**src/rtl/note_sequencer_pkg.sv**
```systemverilog
// -----------------------------------------------------------------------------
// note_sequencer_pkg
//   Shared definitions for the note sequencer: FSM state encoding, the bit
//   layout of a pattern entry and the width of the duration field.
//
//   Entry word (MSB first): END | REST | reserved | DUR[4:0] | PITCH.
//   The upper byte is the control byte. The bit positions below are offsets
//   inside that byte, so they do not depend on the pitch width.
// -----------------------------------------------------------------------------
package note_sequencer_pkg;

  localparam int DUR_WIDTH = 5;

  // Positions inside the control byte that sits directly above the pitch field
  localparam int END_BIT  = 7;
  localparam int REST_BIT = 6;
  localparam int RSVD_BIT = 5;
  localparam int DUR_MSB  = 4;
  localparam int DUR_LSB  = 0;

  typedef enum logic [2:0] {
    IDLE,
    FETCH,
    WAIT_DATA,
    LOAD,
    PLAY
  } seq_state_e;

  // The pitch field always starts at bit 0, so its MSB follows from its width
  function automatic int pitchMsb(input int pitchWidth);
    return pitchWidth - 1;
  endfunction

endpackage

```
**src/rtl/note_sequencer_if.sv**
```systemverilog
// -----------------------------------------------------------------------------
// note_sequencer_if
//   Groups the two buses the sequencer talks to.
//     Pattern memory : o_rd_en, o_rd_addr -> i_rd_data (1-cycle read latency)
//     Duration ctr   : o_dur_load, o_dur_value -> i_dur_done, i_dur_running
//   master = sequencer side, slave = memory / duration counter side.
// -----------------------------------------------------------------------------
interface note_sequencer_if
  import note_sequencer_pkg::*;
#(
  parameter int ADDR_WIDTH  = 8,
  parameter int PITCH_WIDTH = 8
);

  logic                   o_rd_en;
  logic [ADDR_WIDTH-1:0]  o_rd_addr;
  logic [PITCH_WIDTH+7:0] i_rd_data;
  logic                   o_dur_load;
  logic [DUR_WIDTH-1:0]   o_dur_value;
  logic                   i_dur_done;
  logic                   i_dur_running;

  modport master (
    output o_rd_en, o_rd_addr, o_dur_load, o_dur_value,
    input  i_rd_data, i_dur_done, i_dur_running
  );

  modport slave (
    input  o_rd_en, o_rd_addr, o_dur_load, o_dur_value,
    output i_rd_data, i_dur_done, i_dur_running
  );

endinterface

```
**src/rtl/note_sequencer.sv**
```systemverilog
// -----------------------------------------------------------------------------
// note_sequencer
//   Walks a pattern of note entries in a synchronous memory. Each entry loads
//   the duration counter, drives pitch/gate to the voice and waits for the
//   counter's done pulse before the next entry is fetched. Supports stop or
//   loop at the END entry, and REST entries (gate low, pitch held).
//
// Ports
//   i_clk, i_rst_n   clock, asynchronous active-low reset
//   i_enable         shared tick strobe (same one the duration counter uses)
//   i_start          start pulse, honoured in IDLE only
//   i_stop           abort pulse, overrides everything except reset
//   i_loop           level: restart at i_start_addr on END
//   i_start_addr     start / loop address
//   bus              memory read port and duration counter handshake
//   o_pitch, o_gate  voice outputs
//   o_note_start     1-cycle pulse when a new entry takes effect
//   o_busy           high in every state except IDLE
// -----------------------------------------------------------------------------
module note_sequencer
  import note_sequencer_pkg::*;
#(
  parameter int ADDR_WIDTH  = 8,
  parameter int PITCH_WIDTH = 8
) (
  input  logic                   i_clk,
  input  logic                   i_rst_n,
  input  logic                   i_enable,
  input  logic                   i_start,
  input  logic                   i_stop,
  input  logic                   i_loop,
  input  logic [ADDR_WIDTH-1:0]  i_start_addr,
  note_sequencer_if.master       bus,
  output logic [PITCH_WIDTH-1:0] o_pitch,
  output logic                   o_gate,
  output logic                   o_note_start,
  output logic                   o_busy
);

  localparam int PITCH_MSB = pitchMsb(PITCH_WIDTH);

  seq_state_e             state_q, state_d;
  logic [ADDR_WIDTH-1:0]  addr_q, addr_d;
  logic                   played_q, played_d;
  logic                   rest_q, rest_d;
  logic [DUR_WIDTH-1:0]   dur_q, dur_d;
  logic [PITCH_WIDTH-1:0] entryPitch_q, entryPitch_d;
  logic [PITCH_WIDTH-1:0] pitch_q, pitch_d;
  logic                   gate_q, gate_d;
  logic                   noteStart_q, noteStart_d;
  logic                   rdEn;
  logic                   durLoad;

  logic [7:0]             rdCtrl;
  logic [PITCH_WIDTH-1:0] rdPitch;
  logic                   unusedReserved;

  assign rdCtrl         = bus.i_rd_data[PITCH_WIDTH +: 8];
  assign rdPitch        = bus.i_rd_data[PITCH_MSB:0];
  assign unusedReserved = rdCtrl[RSVD_BIT];

  always_ff @(posedge i_clk or negedge i_rst_n) begin
    if (!i_rst_n) begin
      state_q      <= IDLE;
      addr_q       <= '0;
      played_q     <= 1'b0;
      rest_q       <= 1'b0;
      dur_q        <= '0;
      entryPitch_q <= '0;
      pitch_q      <= '0;
      gate_q       <= 1'b0;
      noteStart_q  <= 1'b0;
    end else begin
      state_q      <= state_d;
      addr_q       <= addr_d;
      played_q     <= played_d;
      rest_q       <= rest_d;
      dur_q        <= dur_d;
      entryPitch_q <= entryPitch_d;
      pitch_q      <= pitch_d;
      gate_q       <= gate_d;
      noteStart_q  <= noteStart_d;
    end
  end

  always_comb begin
    state_d      = state_q;
    addr_d       = addr_q;
    played_d     = played_q;
    rest_d       = rest_q;
    dur_d        = dur_q;
    entryPitch_d = entryPitch_q;
    pitch_d      = pitch_q;
    gate_d       = gate_q;
    noteStart_d  = 1'b0;
    rdEn         = 1'b0;
    durLoad      = 1'b0;

    if (i_stop) begin
      // The duration counter keeps running; the busy wait in LOAD keeps a
      // later restart from consuming its stale done pulse.
      state_d = IDLE;
      gate_d  = 1'b0;
    end else begin
      case (state_q)
        IDLE: begin
          if (i_start) begin
            addr_d   = i_start_addr;
            played_d = 1'b0;
            state_d  = FETCH;
          end
        end
        FETCH: begin
          rdEn    = 1'b1;
          state_d = WAIT_DATA;
        end
        WAIT_DATA: begin
          rest_d       = rdCtrl[REST_BIT];
          dur_d        = rdCtrl[DUR_MSB:DUR_LSB];
          entryPitch_d = rdPitch;
          if (rdCtrl[END_BIT]) begin
            // Looping is only allowed after at least one note has played,
            // otherwise a pattern of bare END entries would spin forever.
            if (i_loop && played_q) begin
              addr_d   = i_start_addr;
              played_d = 1'b0;
              state_d  = FETCH;
            end else begin
              gate_d  = 1'b0;
              state_d = IDLE;
            end
          end else begin
            state_d = LOAD;
          end
        end
        LOAD: begin
          if (!bus.i_dur_running) begin
            durLoad = 1'b1;
            if (i_enable) begin
              pitch_d     = rest_q ? pitch_q : entryPitch_q;
              gate_d      = !rest_q;
              noteStart_d = 1'b1;
              played_d    = 1'b1;
              addr_d      = addr_q + ADDR_WIDTH'(1);
              state_d     = PLAY;
            end
          end
        end
        PLAY: begin
          // Gate is left untouched so consecutive notes stay legato
          if (bus.i_dur_done) state_d = FETCH;
        end
        default: state_d = IDLE;
      endcase
    end
  end

  assign bus.o_rd_en     = rdEn;
  assign bus.o_rd_addr   = addr_q;
  assign bus.o_dur_load  = durLoad;
  assign bus.o_dur_value = durLoad ? dur_q : '0;
  assign o_pitch         = pitch_q;
  assign o_gate          = gate_q;
  assign o_note_start    = noteStart_q;
  assign o_busy          = (state_q != IDLE);

endmodule

```
**src/flat_wrapper.sv**
```systemverilog
// flat-port wrapper written by rule: the top's interface ports become plain ports
module note_sequencer_flat import note_sequencer_pkg::*;
#(
  parameter int ADDR_WIDTH  = 8,
  parameter int PITCH_WIDTH = 8
)
  (i_clk, i_rst_n, i_enable, i_start, i_stop, i_loop, i_start_addr, o_pitch, o_gate, o_note_start, o_busy, bus_o_rd_en, bus_o_rd_addr, bus_o_dur_load, bus_o_dur_value, bus_i_rd_data, bus_i_dur_done, bus_i_dur_running);
  note_sequencer_if #(.ADDR_WIDTH(ADDR_WIDTH), .PITCH_WIDTH(PITCH_WIDTH)) bus_i ();
  input  logic i_clk;
  input  logic i_rst_n;
  input  logic i_enable;
  input  logic i_start;
  input  logic i_stop;
  input  logic i_loop;
  input  logic [ADDR_WIDTH-1:0] i_start_addr;
  output logic [PITCH_WIDTH-1:0] o_pitch;
  output logic o_gate;
  output logic o_note_start;
  output logic o_busy;
  output wire logic [$bits(bus_i.o_rd_en)-1:0] bus_o_rd_en;
  output wire logic [$bits(bus_i.o_rd_addr)-1:0] bus_o_rd_addr;
  output wire logic [$bits(bus_i.o_dur_load)-1:0] bus_o_dur_load;
  output wire logic [$bits(bus_i.o_dur_value)-1:0] bus_o_dur_value;
  input wire logic [$bits(bus_i.i_rd_data)-1:0] bus_i_rd_data;
  input wire logic [$bits(bus_i.i_dur_done)-1:0] bus_i_dur_done;
  input wire logic [$bits(bus_i.i_dur_running)-1:0] bus_i_dur_running;
  assign bus_o_rd_en = bus_i.o_rd_en;
  assign bus_o_rd_addr = bus_i.o_rd_addr;
  assign bus_o_dur_load = bus_i.o_dur_load;
  assign bus_o_dur_value = bus_i.o_dur_value;
  assign bus_i.i_rd_data = bus_i_rd_data;
  assign bus_i.i_dur_done = bus_i_dur_done;
  assign bus_i.i_dur_running = bus_i_dur_running;
  note_sequencer #(.ADDR_WIDTH(ADDR_WIDTH), .PITCH_WIDTH(PITCH_WIDTH)) u_core (.i_clk(i_clk), .i_rst_n(i_rst_n), .i_enable(i_enable), .i_start(i_start), .i_stop(i_stop), .i_loop(i_loop), .i_start_addr(i_start_addr), .bus(bus_i), .o_pitch(o_pitch), .o_gate(o_gate), .o_note_start(o_note_start), .o_busy(o_busy));
endmodule
```
**config.mk**
```make
export PLATFORM = sky130hd
export DESIGN_NAME = note_sequencer_flat
export DESIGN_NICKNAME = d
export VERILOG_FILES = /design/src/rtl/note_sequencer_pkg.sv /design/src/rtl/note_sequencer_if.sv /design/src/rtl/note_sequencer.sv /design/src/flat_wrapper.sv
export SDC_FILE = /design/constraint.sdc
export NUM_CORES = 1
export LEC_CHECK = 0
export CORE_UTILIZATION = 40
export DETAILED_ROUTE_END_ITERATION = 7
export PLACE_DENSITY = 0.71
export REMOVE_ABC_BUFFERS = 1
export SLEW_MARGIN = 25
export SYNTH_ARGS = -nofsm -noshare
export SYNTH_HDL_FRONTEND = slang
export SYNTH_SLANG_ARGS = --single-unit
```
**constraint.sdc**
```tcl
create_clock -name i_clk -period 1.95 [get_ports i_clk]
set_input_delay 0.2925 -clock i_clk [delete_from_list [all_inputs] [get_ports i_clk]]
set_output_delay 0.2925 -clock i_clk [all_outputs]
set_load 0.01 [all_outputs]
```
# After elaboration in Yosys (flattened, before gate mapping)
# Cells that the tools add are included.
[classes]
add_sub_neg = 1
n_eq_ne = 15
n_mux = 36
bitwise_logic = 3
reduce_logical = 11
[op_table]
columns = ["cell", "count"]
rows = [
  ["8-bit two-way mux", 5],
  ["8-bit one-hot mux with 3 select lines", 1],
  ["1-bit two-way mux", 20],
  ["3-bit inequality test (second input constant)", 6],
  ["3-bit two-way mux", 5],
  ["3-bit one-hot mux with 5 select lines", 1],
  ["5-bit AND reduction", 2],
  ["3-bit nonzero test", 3],
  ["8-bit by 1-bit adder with 8-bit output (second input constant)", 1],
  ["2-bit inequality test (second input constant)", 4],
  ["7-bit AND reduction", 1],
  ["3-bit by 2-bit equality test with 1-bit output (second input constant)", 2],
  ["5-bit two-way mux", 1],
  ["4-bit AND reduction", 1],
  ["3-bit by 1-bit equality test with 1-bit output (second input constant)", 1],
  ["3-bit equality test (second input constant)", 1],
  ["3-bit logical NOT", 1],
  ["1-bit inverter", 3],
  ["1-bit one-hot mux with 3 select lines", 1],
  ["2-bit two-way mux", 1],
  ["2-bit by 1-bit inequality test with 1-bit output (second input constant)", 1],
  ["1-bit one-hot mux with 2 select lines", 1],
  ["2-bit AND reduction", 1],
  ["1-bit logical AND", 1],
  ["1-bit logical NOT", 1],
]
[totals]
register_bits = 36
inputBits = 32
out_inout_bits = 26
word_cells = 75

# Logic depth before layout (Yosys ltp)
# Gate-level depths: netlist of run 1.
[logic_depth]
depth_word = 5
mapped_depth = 7
ltp_nobuf = 5

# Least setup slack after synthesis of run 1
# OpenSTA, ideal clock, no wires.
[synth_path]
path_type = "reg-to-output"
startpoint = "register u_core.state_q[2]"
endpoint = "output port bus_o_dur_value[0]"
t_arrival_ns = 1.231
required_time_ns = 1.657
slack_ns = 0.426
path_stages_with_launch = 6
path_buffers = 1
cell_sequence = "dfrtp_1 -> buf_4 -> nor2_4 -> nand2_2 -> nor3b_4 -> and2_1"
[synth_via]
elab_chain_len = 4
[synth_lines]
columns = ["item", "line", "rtl"]
rows = [
  ["start, declared", "note_sequencer.sv:42", "seq_state_e state_q, state_d;"],
  ["start signal, assigned", "note_sequencer.sv:74", "state_q <= state_d;"],
  ["3-bit by 2-bit equality test with 1-bit output", "note_sequencer.sv:105", "case (state_q)"],
  ["1-bit two-way mux", "note_sequencer.sv:105", ""],
  ["1-bit two-way mux", "note_sequencer.sv:99", "if (i_stop) begin"],
  ["net bus_o_dur_load", "flat_wrapper.sv:22", "output wire logic [$bits(bus_i.o_dur_load)-1:0] bus_o_dur_load;"],
  ["5-bit two-way mux", "note_sequencer.sv:161", "assign bus.o_dur_value = durLoad ? dur_q : '0;"],
  ["end, declared", "flat_wrapper.sv:23", "output wire logic [$bits(bus_i.o_dur_value)-1:0] bus_o_dur_value;"],
]
# The timed path passes the listed nets, and every way through them passes these cells.

# Final worst setup path of run 1
[layout_path]
startpoint = "register u_core.state_q[2]"
endpoint = "output port bus_o_dur_value[0]"
[layout_via]
elab_chain_len = 4
[layout_lines]
columns = ["item", "line"]
rows = [
  ["3-bit by 2-bit equality test with 1-bit output", "note_sequencer.sv:105"],
  ["1-bit two-way mux", "note_sequencer.sv:105"],
  ["1-bit two-way mux", "note_sequencer.sv:99"],
  ["5-bit two-way mux", "note_sequencer.sv:161"],
]
# No other way between the ends.

==> results of run 1 <==
## metrics by stage
step	utilization	power [µW]	instance area, µm²
final	0.601	2230	2620
after floorplan	-	1300	1740
after global placement	0.565	1560	2460
after detailed placement	0.565	1600	2460
after CTS	0.593	2250	2580
after global routing	0.601	2360	2620
## path summary, 6_finish.rpt
check / endpoint / slack, ns / cells past startpoint / start
hold / removal: u_core.bus.o_rd_addr[2]$_DFFE_PN0P_ / 0.09 / 1 / i_rst_n
setup / recovery: bus_o_dur_value[0] / 0.07 / 6 / u_core.state_q[2]$_DFFE_PN0P_
min in group i_clk: u_core.entryPitch_q[5]$_DFFE_PN0P_ / 0.49 / 1 / u_core.entryPitch_q[5]$_DFFE_PN0P_
setup reg to reg: u_core.bus.o_rd_addr[3]$_DFFE_PN0P_ / 0.24 / 6 / u_core.state_q[2]$_DFFE_PN0P_
max in group asynchronous: u_core.o_pitch[3]$_DFFE_PN0P_ / 1.36 / 1 / i_rst_n
hold reg to reg: u_core.entryPitch_q[5]$_DFFE_PN0P_ / 0.49 / 1 / u_core.entryPitch_q[5]$_DFFE_PN0P_
## cell type report
type | instances | area, µm² | share of cell area
multi-input combinational | 107 | 855 | 0.327
clock inverter | 2 | 35.0 | 0.0134
timing repair buffer | 73 | 683 | 0.261
sequential | 36 | 901 | 0.344
clock buffer | 6 | 72.6 | 0.0278
tap | 52 | 65.1 | 0.0249
inverter | 1 | 3.75 | 0.00144
## sequential cells by signal, summed over array words and instances, names as in the netlist
signal / flops
u_core.entryPitch_q: 8
u_core.rest_q: 1
u_core.o_gate: 1
u_core.played_q: 1
u_core.o_pitch: 8
u_core.dur_q: 5
u_core.o_note_start: 1
u_core.state_q: 3
u_core.bus.o_rd_addr: 8
## cell usage in the layout, fill, tap and decap left out, types with 2 or more instances in the layout
cell	Yosys	layout
clkbuf_2	0	2
nand4_1	2	2
clkdlybuf4s50_1	0	46
and2_1	8	4
dfrtp_1	36	36
o21ai_0	6	6
clkbuf_8	0	5
dlygate4sd2_1	0	3
a21oi_1	9	9
mux2_1	4	4
a31oi_1	6	6
o22ai_1	2	2
nor4_1	2	2
nand2b_1	4	4
nand3b_1	2	2
nand2_1	7	7
and2_4	0	4
mux2_2	18	18
a22o_1	3	3
mux2i_1	3	3
buf_4	4	17
nand3_1	6	6
nor2_1	4	4
nor2_4	2	2
buf_6	3	3
## routing by layer
metal  up-vias  track usage  part of all wire
li1        697            -                 -
met1       721        0.210              0.41
met2        61        0.324              0.50
met3         6       0.0727             0.081
met4         0       0.0680             0.013
met5         -            0                 0
## repair_timing
item                       in CTS  in global routing
setup endpoints to repair       8                  5
setup buffers                   4                  3
pin swaps                       2                  5
hold buffers                    0                  0
gates resized for setup        19                 12
## report_power, final
part	switching, µW	internal [µW]
logic	221	330
clock network	259	379
registers	124	915
total	603	1620
## worst reg2reg max path, stage by stage, from the launching register on
cell and delay (ns):
dfrtp_1 0.42, buf_4 0.18, and3b_1 0.49, buf_4 0.21, nand2_1 0.05, a31oi_1 0.18
a21oi_1 0.06
## logic make-up after synthesis
| kind of cell | after synthesis | synth area share |
|---|---|---|
| compound gates | 31 | 0.113 |
| fa+ha+maj | 1 | 0.00692 |
| buf+inv | 8 | 0.0374 |
| flops | 36 | 0.499 |
| mux | 25 | 0.154 |
| simple gates | 50 | 0.190 |
==> metrics, run 1 <==
CP Data Required Time 1.66 ns; asr flop ratio synth 1.00; core area 4350 µm²; synthesized area per cell 12.0 µm²; DIE AREA 4790 µm²; Num CTS Buffers 5; diode count 0; clk slew on worst S/H paths 0.07 ns; clk root buf clkbuf_8; Top FF cell, synth dfrtp_1; Crit-path slowest cell dfrtp_1; final HPWL from detailed placement 3.01 mm; EDFF count, synth 0; Die W 69.2 µm; 1st-iter DRT viols 24; Max Clock Skew 0.00832 ns; Synth top cells by count dfrtp_1, mux2_2, a21oi_1; gr usage total 0.188; CP Capture Type output pin; layout cell share with drive strength beyond 1 0.284; startpoint types flop; WHS 0.0892 ns; filler cell count 353; largest fanout on the critical path 5; DRC 0; clk_lat worst skew 0.29 ns; Cell Area, Synth 1810 µm²; most common cell in the synthesized netlist dfrtp_1; largest net degree at the start of global routing 37; Rows 24; Final WS setup 0.0704 ns; initial antenna violation count 0; Post-Place Cells 263; Slew Limit Headroom 0.470; outcome completed; Synth Register Bits 36; initial core utilization 0.415; Max-cap violations 0; pwr dens 852 nW/µm²; vias after detailed routing 1485; grt ovf 0; Leak 0.00116 µW; # clock sinks 36; crit path time final 1.88 ns; CP max stage delay 0.42 ns; Ys Warns 0; post-synth top area share 0.499; RSZ-0062 raised after global routing true; Min-Delay Path Class in2async; Bufs on Longest Clock Path 2; worst vdd ir 0.000621 V; H-Tree Depth 2; Synth cell types 40; Setup TNS 0 ns; NumNets Final 257; routed vias/inst 5.36; vias in the first global route 1574; Slew @ Worst Pin 0.794 ns; final non-filler cell total 277; first-pass GRT wire length 7.18 mm; routed length per instance 15.1 µm; Synth-to-Final Area Change 44.7%; num ports 58; Final Hold Vio Count 0; crit path kind reg2out; fraction of the yosys area taken by sequential cells 0.499; final wirelength 4.18 mm; biggest area consumer among synthesized cells dfrtp_1; Final period util 0.964; die height 69.2 µm; highest clock rate 532 MHz; Setup violations, final 0; antenna-violating nets left 0; CTS tree yes; Cell Chain, Critical Path nor2_4 -> nand2_2 -> nor3b_4 -> buf_4 -> and2_4 -> buf_6; cells taking the most area after synthesis dfrtp_1, mux2_2, and2_1; Crit path max-delay family simple AND/OR/NAND/NOR gates; placer congestion estimate 0.798; Post-Syn Instances 151; DP Worst Slack -0.313 ns; Buffers & Inverters on Critical Path 2; Max Slew Vio Count 0; Critical Path AT 1.59 ns; first-pass iteration count of the detailed router 4; Port-buffer cells 56
(Power assumes the default switching activity.)
==> run 2: changes to the inputs <==
- CTS_CLUSTER_SIZE: not set -> 12
- RECOVER_POWER: not set -> 50
==> run 2 against run 1 <==
Against the previous run:
- sequential power barely moved
- clock-buffer cell count unchanged
- final area stayed put
- clock power about the same
- final cell count stayed put
- worst setup slack barely moved
- largest cell class unchanged
- critical path depth unchanged
- sequential share of layout area stayed put
- non-clock buffer count did not move
- critical path type unchanged
- routed wire length unchanged
- total power about the same
==> metrics, run 2 (synthesis gave the netlist of run 1 again) <==
Setup TNS 0 ns (unchanged); largest fanout on the critical path 5 (unchanged); outcome completed; Die W 69.2 µm (unchanged); filler cell count 353 (unchanged); Num CTS Buffers 5 (unchanged); net load switching power 604 µW (about the same); Slew Limit Headroom 0.407 (-0.0633); Max Clock Skew 0.00832 ns (unchanged); clock network fraction of design power 0.286 (about the same); first-pass iteration count of the detailed router 4 (unchanged); Final Hold Vio Count 0 (unchanged); H-Tree Depth 2 (unchanged); diode count 0 (unchanged); crit path time final 1.88 ns (-0.0000304 ns); clk slew on worst S/H paths 0.07 ns (about the same); commonest non-fill, non-tap cell in the layout clkdlybuf4s50_1; Critical Path AT 1.59 ns (about the same); layout cell share with drive strength beyond 1 0.284 (unchanged); CTS tree yes; largest net degree at the start of global routing 37 (unchanged); Bufs on Longest Clock Path 2 (unchanged); placer congestion estimate 0.798 (unchanged); routed length per instance 15.1 µm (unchanged); Logic pwr share 0.248 (about the same); Max-cap violations 0 (unchanged); pwr dens 852 nW/µm² (about the same); switch share 0.271 (about the same); final wirelength 4.18 mm (unchanged); Setup violations, final 0 (unchanged); grt ovf 0 (unchanged); initial core utilization 0.415 (unchanged); worst vdd ir 0.000621 V (about the same); vias in the first global route 1574 (unchanged); Post-CTS Hold Fix Bufs 0 (unchanged); highest clock rate 532 MHz (about the same); clk root buf clkbuf_8; die height 69.2 µm (unchanged); DRC 0 (unchanged); Final period util 0.964 (about the same); first-pass GRT wire length 7.18 mm (unchanged); vias after detailed routing 1485 (unchanged); startpoint types flop; DIE AREA 4790 µm² (unchanged); initial antenna violation count 0 (unchanged); clk_lat worst skew 0.29 ns (about the same); gr usage total 0.188 (unchanged); Rows 24 (unchanged); final core occ 0.601 (unchanged); # clock sinks 36 (unchanged); Leak 0.00116 µW (about the same); Min-Delay Path Class in2async; Max Slew Vio Count 0 (unchanged); Port-buffer cells 56 (unchanged); Synth-to-Final Area Change 44.7% (unchanged); num ports 58 (unchanged); RSZ-0062 raised after global routing true; NumNets Final 257 (unchanged); antenna-violating nets left 0 (unchanged); final HPWL from detailed placement 3.01 mm (unchanged); crit path kind reg2out; CP Data Required Time 1.66 ns (about the same); CP Capture Type output pin; Internal Power 1620 µW (about the same); routed vias/inst 5.36 (unchanged); core area 4350 µm² (unchanged); Slew @ Worst Pin 0.889 ns (+0.0949 ns); most frequent cells in the layout clkdlybuf4s50_1, dfrtp_1, mux2_2; Reg power frac 0.466 (about the same); 1st-iter DRT viols 24 (unchanged)
-- run 2: cell count changes in the layout (fill, tap and decap cells not counted) --
cell	previous run	this run
buf_2	1	0
clkbuf_2	2	3
-- run 2: worst paths after layout --
path                                                     from                                   to  slack, ns  cells past startpoint
min in group i_clk         u_core.entryPitch_q[5]$_DFFE_PN0P_   u_core.entryPitch_q[5]$_DFFE_PN0P_       0.49                      1
min reg2reg                u_core.entryPitch_q[5]$_DFFE_PN0P_   u_core.entryPitch_q[5]$_DFFE_PN0P_       0.49                      1
max in group asynchronous                             i_rst_n        u_core.o_pitch[3]$_DFFE_PN0P_       1.28                      1
min                                                   i_rst_n  u_core.bus.o_rd_addr[2]$_DFFE_PN0P_       0.12                      1
max                             u_core.state_q[2]$_DFFE_PN0P_                   bus_o_dur_value[0]       0.07                      6
max reg2reg                     u_core.state_q[2]$_DFFE_PN0P_  u_core.bus.o_rd_addr[3]$_DFFE_PN0P_       0.24                      6
-- run 2: layout make-up --
| class | instances | area [µm²] | area share |
|---|---|---|---|
| sequential | 36 | 901 | 0.344 |
| multi-input combinational | 107 | 855 | 0.327 |
| timing repair buffer | 73 | 683 | 0.261 |
| clock buffer | 6 | 72.6 | 0.0278 |
| tap | 52 | 65.1 | 0.0249 |
| clock inverter | 2 | 35.0 | 0.0134 |
| inverter | 1 | 3.75 | 0.00144 |
-- run 2: power by group through the flow --
stage	Clock (µW)	Sequential (µW)	Combinational, µW
after floorplan	0	1050	242
after global placement	0	1040	524
after detailed placement	0	1050	549
after CTS	660	1040	554
after global routing	694	1070	601
final	638	1040	551
-- run 2: routing by layer --
metal / GRT usage / up-vias / wire (µm)
li1: - / 697 / -
met1: 0.210 / 721 / 1700
met2: 0.324 / 61 / 2090
met3: 0.0727 / 6 / 337
met4: 0.0680 / 0 / 53
met5: 0 / - / 0
-- run 2: through the flow --
stage | setup slack [ns] | hold slack, ns | power [µW] | area (µm²) | std cells
4_1_cts | -0.00910 | 0.109 | 2250 | 2580 | 275
2_1_floorplan | 0.347 | -0.00309 | 1300 | 1740 | 144
3_3_place_gp | -0.271 | 0.409 | 1560 | 2460 | 263
6_report | 0.0705 | 0.120 | 2230 | 2620 | 277
3_5_place_dp | -0.313 | 0.426 | 1600 | 2460 | 263
5_1_grt | -0.0158 | 0.190 | 2360 | 2620 | 277
-- run 2: critical path, cell delays in order, from the launching register on --
cell and delay [ns]:
dfrtp_1 0.42, nor2_4 0.12, nand2_2 0.08, nor3b_4 0.28
buf_4 0.17, and2_4 0.13, buf_6 0.10
-- run 2: timing repair --
| item | 4_1_cts | 5_1_grt |
|---|---|---|
| hold endpoints to repair | 0 | 0 |
| setup endpoints to repair | 8 | 5 |
| pin swaps | 2 | 5 |
| buffers inserted | 4 | 3 |
| gates resized for setup | 19 | 12 |
==> run 3: changes to the inputs <==
- PLACE_DENSITY: 0.71 -> 0.79
==> run 3 against run 2 <==
Against the previous run:
- clock power is 0.8% higher
- combinational power down 3%
- maximum frequency is 0.78% higher
- register-to-register slack about the same
- clock-buffer cell count is 1 lower
- non-clock buffer count decreased by 2
- critical path type unchanged
- critical endpoint unchanged
- largest cell class unchanged
==> metrics, run 3 (synthesis gave the netlist of run 1 again) <==
startpoint types flop; vias in the first global route 1396 (-11%); outcome completed; routed length per instance 14.4 µm (-4.6%); Rows 24 (unchanged); diode count 0 (unchanged); H-Tree Depth 2 (unchanged); reg2reg start u_core.state_q[2]$_DFFE_PN0P_; register area 901 µm² (unchanged); 1st-iter DRT viols 75 (+210%); Max-cap violations 0 (unchanged); clk_lat worst skew 0.29 ns (about the same); routed wl met3 178 µm (-47%); met2 WL post-DR 1.95 mm (-6.4%); Final Hold Vio Count 0 (unchanged); crit path time final 1.87 ns (-0.0145 ns); highest clock rate 536 MHz (+0.78%); final wirelength 3.96 mm (-5.3%); Crit-path slowest cell dfrtp_1; NumNets Final 255 (-0.78%); final core occ 0.593 (-0.00776); CP Data Required Time 1.66 ns (about the same); CTS tree yes; Leak 0.00114 µW (-2.1%); grt ovf 0 (unchanged); largest net degree at the start of global routing 37 (unchanged); Cell Chain, Critical Path nor2_4 -> nand2_2 -> nor3b_4 -> buf_6 -> and2_1 -> clkdlybuf4s15_2; commonest non-fill, non-tap cell in the layout clkdlybuf4s50_1; largest fanout on the critical path 5 (unchanged); Bufs on Longest Clock Path 2 (unchanged); M1 wire length 1.77 mm (+4.3%); core area 4350 µm² (unchanged); Min-Delay Path Class in2async; clk slew on worst S/H paths 0.08 ns (about the same); WHS 0.112 ns (-0.00825 ns); routed vias/inst 5.18 (-3.3%); Port-buffer cells 56 (unchanged); Max Clock Skew 0.0107 ns (+0.00238 ns); most frequent cells in the layout clkdlybuf4s50_1, dfrtp_1, mux2_2; worst vdd ir 0.000491 V (-21%); Synth-to-Final Area Change 42.9%; Setup violations, final 0 (unchanged); Top Metal Used met4; # clock sinks 36 (unchanged); antenna-violating nets left 0 (unchanged); Die W 69.2 µm (unchanged); vias after detailed routing 1425 (-4.0%); DRC 0 (unchanged); Num CTS Buffers 5 (unchanged); CP max stage delay 0.41 ns (about the same); first-pass GRT wire length 6.72 mm (-6.4%); Slew @ Worst Pin 0.888 ns (-0.00105 ns); layout cell share with drive strength beyond 1 0.256 (-0.0288); Post-CTS Hold Fix Bufs 0 (unchanged); Final period util 0.956 (-0.00742); CP Capture Type output pin; die height 69.2 µm (unchanged); crit path kind reg2out; DIE AREA 4790 µm² (unchanged); pwr dens 856 nW/µm² (+0.47%); filler cell count 370 (+4.8%); worst r2r dst u_core.o_pitch[0]$_DFFE_PN0P_; Slew Limit Headroom 0.408 (+0.000703); gr usage total 0.176 (-0.0114); Reg2Reg Setup Slack 0.25 ns (about the same); DP Worst Slack -0.369 ns (-0.0555 ns); first-pass iteration count of the detailed router 4 (unchanged); total power 2210 µW (-0.82%); initial core utilization 0.415 (unchanged); placer congestion estimate 0.819 (+2.6%); Critical Path AT 1.57 ns (-0.02 ns); Final WS setup 0.0849 ns (+0.0145 ns); initial antenna violation count 0 (unchanged); Reg2Reg Depth 6 (unchanged); clk root buf clkbuf_8; Max Slew Vio Count 0 (unchanged); area of the multi-input gates 832 µm² (-2.6%); num ports 58 (unchanged); final HPWL from detailed placement 2.82 mm (-6.4%)
==> run 3: final cells by class <==
cell class,instances,area share
Sequential cell,36,0.349
Multi-Input combinational cell,107,0.322
Timing Repair Buffer,71,0.259
Clock buffer,5,0.0267
Tap cell,52,0.0252
Clock inverter,3,0.0165
Inverter,1,0.00145
==> run 3: repair_timing <==
action,4_1_cts,5_1_grt
buffers inserted,3,3
setup endpoints to repair,8,5
pin swaps,3,3
resized for setup,22,3
==> run 3: metal layers <==
metal	vias to the layer above	GRT usage
met5	-	0
met4	0	0.0544
met3	4	0.0407
met2	36	0.284
met1	687	0.237
li1	698	-
==> run 3: power by group <==
part           total [µW]  internal, µW  switching [µW]
clock                 643           378             265
combinational         534           321             213
sequential           1030           914             118
total                2210          1610             596
==> run 3: worst max-delay path: cells and delay by family, from the launching register on <==
kind / cells / cell delay [ns]
simple gates: 4 / 0.52
flops: 1 / 0.41
buf+inv: 2 / 0.36
==> run 3: stage by stage <==
step                setup TNS, ns  instance area [µm²]  std cells
detailed placement          -2.11                 2440        261
floorplan                       0                 1740        144
finish                          0                 2580        275
global placement            -1.88                 2440        261
CTS                             0                 2580        272
global route             -0.00434                 2580        275
==> run 3: worst max-delay path by stage <==
stage | startpoint | to | cells past startpoint | slack (ns)
floorplan | u_core.state_q[0]$_DFFE_PN0P_ | u_core.bus.o_rd_addr[5]$_DFFE_PN0P_ | 4 | 0.35
CTS | u_core.state_q[2]$_DFFE_PN0P_ | bus_o_dur_value[2] | 6 | 0.002
detailed placement | i_stop | bus_o_dur_value[3] | 6 | -0.37
global placement | i_stop | bus_o_dur_value[1] | 6 | -0.33
finish | u_core.state_q[2]$_DFFE_PN0P_ | bus_o_dur_value[0] | 6 | 0.08
global route | u_core.state_q[2]$_DFFE_PN0P_ | bus_o_dur_value[0] | 6 | -0.004
